**src/rtl/fwd_scoreboard.sv**
```systemverilog
// rtl/fwd_scoreboard.sv - EX-stage operand forwarding, hazard stall and long-latency pending scoreboard
module fwd_scoreboard #(
    parameter int NUM_RS          = 2,
    parameter int NUM_FWD_STAGES  = 2,
    parameter int MAX_OUTSTANDING = 4,
    parameter int REG_ADDR_WIDTH  = 5,
    parameter int SELW            = $clog2(NUM_FWD_STAGES + 2),
    parameter int CNTW            = $clog2(MAX_OUTSTANDING + 1)
) (
    input  logic                                     clk,
    input  logic                                     rst_n,
    input  logic [NUM_RS*REG_ADDR_WIDTH-1:0]         rs_addr,
    input  logic [NUM_RS-1:0]                        rs_used,
    input  logic [NUM_FWD_STAGES*REG_ADDR_WIDTH-1:0] stg_rd_addr,
    input  logic [NUM_FWD_STAGES-1:0]                stg_reg_wr,
    input  logic [NUM_FWD_STAGES-1:0]                stg_data_rdy,
    input  logic [REG_ADDR_WIDTH-1:0]                ex_rd_addr,
    input  logic                                     ex_reg_wr,
    input  logic                                     ex_long,
    input  logic                                     cmpl_valid,
    input  logic [REG_ADDR_WIDTH-1:0]                cmpl_rd,
    output logic [NUM_RS*SELW-1:0]                   fwd_sel,
    output logic                                     hazard_stall,
    output logic [CNTW-1:0]                          pending_cnt,
    output logic                                     sb_err
);

    localparam int NUM_REGS = 2 ** REG_ADDR_WIDTH;

    logic [NUM_REGS-1:0] pending;
    logic [NUM_REGS-1:0] pending_nxt;
    logic [NUM_RS-1:0]   port_stall;
    logic                waw_stall;
    logic                full_stall;
    logic                valid_cmpl;
    logic                bad_cmpl;
    logic                issue_en;

    always_comb begin
        fwd_sel    = '0;
        port_stall = '0;
        for (int i = 0; i < NUM_RS; i++) begin
            logic [REG_ADDR_WIDTH-1:0] addr_i;
            logic                      found;
            addr_i = rs_addr[i*REG_ADDR_WIDTH +: REG_ADDR_WIDTH];
            found  = 1'b0;
            if (rs_used[i] && addr_i != '0) begin
                // Nearest stage wins; a not-yet-ready match must not fall through to an older copy
                for (int k = 0; k < NUM_FWD_STAGES; k++) begin
                    if (!found && stg_reg_wr[k] &&
                        stg_rd_addr[k*REG_ADDR_WIDTH +: REG_ADDR_WIDTH] == addr_i) begin
                        found = 1'b1;
                        if (stg_data_rdy[k])
                            fwd_sel[i*SELW +: SELW] = SELW'(k + 1);
                        else
                            port_stall[i] = 1'b1;
                    end
                end
                if (!found && pending[addr_i]) begin
                    if (cmpl_valid && cmpl_rd == addr_i)
                        fwd_sel[i*SELW +: SELW] = SELW'(NUM_FWD_STAGES + 1);
                    else
                        port_stall[i] = 1'b1;
                end
            end
        end
    end

    assign valid_cmpl = cmpl_valid && (cmpl_rd != '0) && pending[cmpl_rd];
    assign bad_cmpl   = cmpl_valid && !valid_cmpl;

    assign waw_stall  = ex_reg_wr && (ex_rd_addr != '0) && pending[ex_rd_addr] &&
                        !(cmpl_valid && cmpl_rd == ex_rd_addr);
    assign full_stall = ex_long && (pending_cnt == CNTW'(MAX_OUTSTANDING)) && !cmpl_valid;

    assign hazard_stall = (|port_stall) || waw_stall || full_stall;
    assign issue_en     = ex_long && ex_reg_wr && (ex_rd_addr != '0) && !hazard_stall;

    // Issue is applied after completion so a same-register overlap leaves the new write pending
    always_comb begin
        pending_nxt = pending;
        if (valid_cmpl)
            pending_nxt[cmpl_rd] = 1'b0;
        if (issue_en)
            pending_nxt[ex_rd_addr] = 1'b1;
        pending_nxt[0] = 1'b0;
    end

    always_ff @(posedge clk or negedge rst_n) begin
        if (!rst_n) begin
            pending     <= '0;
            pending_cnt <= '0;
            sb_err      <= 1'b0;
        end else begin
            pending <= pending_nxt;
            if (issue_en && !valid_cmpl && pending_cnt != CNTW'(MAX_OUTSTANDING))
                pending_cnt <= pending_cnt + 1'b1;
            else if (valid_cmpl && !issue_en && pending_cnt != '0)
                pending_cnt <= pending_cnt - 1'b1;
            if (bad_cmpl)
                sb_err <= 1'b1;
        end
    end

endmodule

```
**config.mk**
```make
export PLATFORM = sky130hd
export DESIGN_NAME = fwd_scoreboard
export DESIGN_NICKNAME = d
export VERILOG_FILES = /design/src/rtl/fwd_scoreboard.sv
export SDC_FILE = /design/constraint.sdc
export NUM_CORES = 1
export LEC_CHECK = 0
export CAP_MARGIN = 20
export CORE_MARGIN = 10
export CORE_UTILIZATION = 40
export DETAILED_ROUTE_END_ITERATION = 7
export PLACE_DENSITY = 0.62
export SYNTH_ARGS = -nofsm -noshare
export SYNTH_HDL_FRONTEND = slang
export SYNTH_SLANG_ARGS = --single-unit
```
**constraint.sdc**
```tcl
create_clock -name clk -period 10.1 [get_ports clk]
set_clock_uncertainty 0.2 [all_clocks]
set_input_delay 1.515 -clock clk [delete_from_list [all_inputs] [get_ports clk]]
set_output_delay 1.515 -clock clk [all_outputs]
set_load 0.01 [all_outputs]
```
==> flow_summary.ini <==
[yosys]
postSynth.asyncResetShare = 1.00
avgSynthCellArea_sq_um = 9.27
synth-edff-count = 0
synth_seq_cells = 35
netlist.area_leader.share = 0.245
synth.yosys.seq_area_share = 0.245
syn_inst = 385
syn_nets = 427
synth_ff_type = dfrtp_1
yosysWarningCount = 0
synth_area_leaders = dfrtp_1, mux4_2, mux2i_1
synth_top_area_cell = dfrtp_1
synth_cell_types = 58
syn_area_sq_mm = 0.00357

[setup_path]
crit_path_frequent_cell = clkdlybuf4s50_1
cp.depth = 8
path_cells = clkdlybuf4s50_1, mux2i_1, mux4_2, o221a_2, nor4_1, nand2_1, nand4b_4, clkdlybuf4s50_1
worst-path-buf-inv = 2
path_delay_family = buffers and inverters
worstSetupPathType = input pin to output port
critPathCaptureType = output port
worstRegToRegCells = 11
cp_slowest_cell = clkdlybuf4s50_1
max_stage_delay_ns = 1.04
arrival_ns = 4.80
cp_max_fo = 17
start_kind = input pin
required_ns = 8.39

[timing]
setup_viol = 0
finalCriticalPeriod_ns = 6.51
hold_viol_final = 0
fmax_ghz = 0.154
worst_slew_pin_slew_ns = 0.889
slew_violations = 0
fin_crit_sh = 0.645
rsz0062_at_grt = no
max-slew-margin-rel = 0.403
fin_tns_setup_ns = 0

[floorplan]
die_h_microns = 114
dieWidth_microns = 114
rows = 34
dieArea_sq_mm = 0.0131
core_area_sq_mm = 0.00872
initial_utilization = 0.409
ios = 50

[routing]
post_drt_wl_per_cell_microns = 21.7
drt_wl_total_microns = 11300
ant_nets = 0
drt_iter0_markers = 224
drcViolationCount = 0
routed_via_density = 6.24
firstDrtPassIters = 5
dr_total_vias = 3263

[placed_design]
place.gp.congestion = 0.904
port_buffers = 49
hpwlAfterDp_microns = 8390
dpl_cell_area_sq_mm = 0.00407

[cts]
cts_tree = built
cts_max_level = 2
cts_resized = 0
cts_buffer_depth = 2
clk-insertion-delay-late_ns = 0.30
holdBufCountCts = 0
clk_pin_slew_ns = 0.07
cts_buffers = 5
cts_setup_buffers = 0
root_buffer = clkbuf_8
cts.sink_count = 35

[finish]
areaGrowthSynthToFinish_pct = 17.1
fillers = 848
finalInstanceArea_sq_mm = 0.00418
antenna_cells = 0
drive_gt1_frac = 0.137
final_common_cell = clkdlybuf4s50_1
nets = 456
layout_common_cells = clkdlybuf4s50_1, dfrtp_1, nand2_1
register_area_sq_um = 876
multi_input_area_sq_mm = 0.00252

[job]
drv_cap = 0

[grt]
track_usage = 0.169
antenna_found_initial = 0
grt_max_degree = 36
grt_pass1_vias = 3257
grt_pass1_wl_microns = 18000
grt_overflow = 0

[pwr]
power.density_mw_per_mm2 = 133
p_leak_nw = 1.61
max-vdd-ir-drop_v = 0.000103

[worst_hold_path]
hp-class = flop to flop
holdPathStages = 1

[run_status]
status = finished, final reports clean
## stage by stage
stage | worst slack (ns) | util | total power, W | hold slack, ns | std cells
after floorplan | 5.12 | - | 0.000356 | 0.293 | 385
after global placement | 3.62 | 0.467 | 0.000437 | 0.237 | 515
after detailed placement | 3.57 | 0.467 | 0.000440 | 0.251 | 515
after CTS | 3.58 | 0.479 | 0.000557 | 0.270 | 523
after global routing | 3.41 | 0.479 | 0.000589 | 0.287 | 523
final | 3.59 | 0.479 | 0.000557 | 0.272 | 523
## state kept, by name, summed over array words and instances, names as in the netlist
register     cells
pending_cnt      3
pending         31
sb_err           1
## layout make-up
| cell class | instances | share of cell area |
|---|---|---|
| Multi-Input combinational cell | 311 | 0.602 |
| Tap cell | 108 | 0.0323 |
| Clock inverter | 1 | 0.00180 |
| Sequential cell | 35 | 0.210 |
| Inverter | 9 | 0.00809 |
| Clock buffer | 7 | 0.0231 |
| Timing Repair Buffer | 52 | 0.123 |
## routing by layer
metal,GRT usage,wire length [microns]
met1,0.232,5130
met2,0.260,5070
met3,0.0314,912
met4,0.0568,233
met5,0,0
## worst paths after layout
path	start	end	slack, ns
worst max-delay path	rs_addr[7]	hazard_stall	3.59
worst min-delay path	sb_err	sb_err	0.27
worst max register to register	pending[5]	pending_cnt[2]	6.14
worst min register to register	sb_err	sb_err	0.27
max in group asynchronous	rst_n	pending[29]	7.94
min in group asynchronous	rst_n	pending_cnt[1]	1.42
## synth_stat cells, types with 10 or more instances
| cell type | count |
|---|---|
| xnor2_1 | 12 |
| a21oi_1 | 10 |
| xor2_1 | 24 |
| dfrtp_1 | 35 |
| nand2_1 | 31 |
| mux2i_1 | 23 |
| nor2_1 | 17 |
| o31ai_1 | 13 |
| clkbuf_1 | 13 |
| o21ai_0 | 30 |
| mux4_2 | 17 |
| a22o_1 | 13 |
## power by group
| part | switching, W | internal, W | total (W) |
|---|---|---|---|
| logic | 0.000102 | 0.000117 | 0.000219 |
| registers | 0.0000507 | 0.000169 | 0.000220 |
| clock network | 0.0000561 | 0.0000621 | 0.000118 |
## logic make-up after synthesis
kind of cell	Yosys count	synth area share
buf+inv	39	0.0494
fa+ha+maj	1	0.00561
flops	35	0.245
mux	47	0.199
xor+xnor	36	0.0884
simple gates	127	0.214
compound gates	100	0.198
No activity file was read; power rests on OpenSTA's default activity.
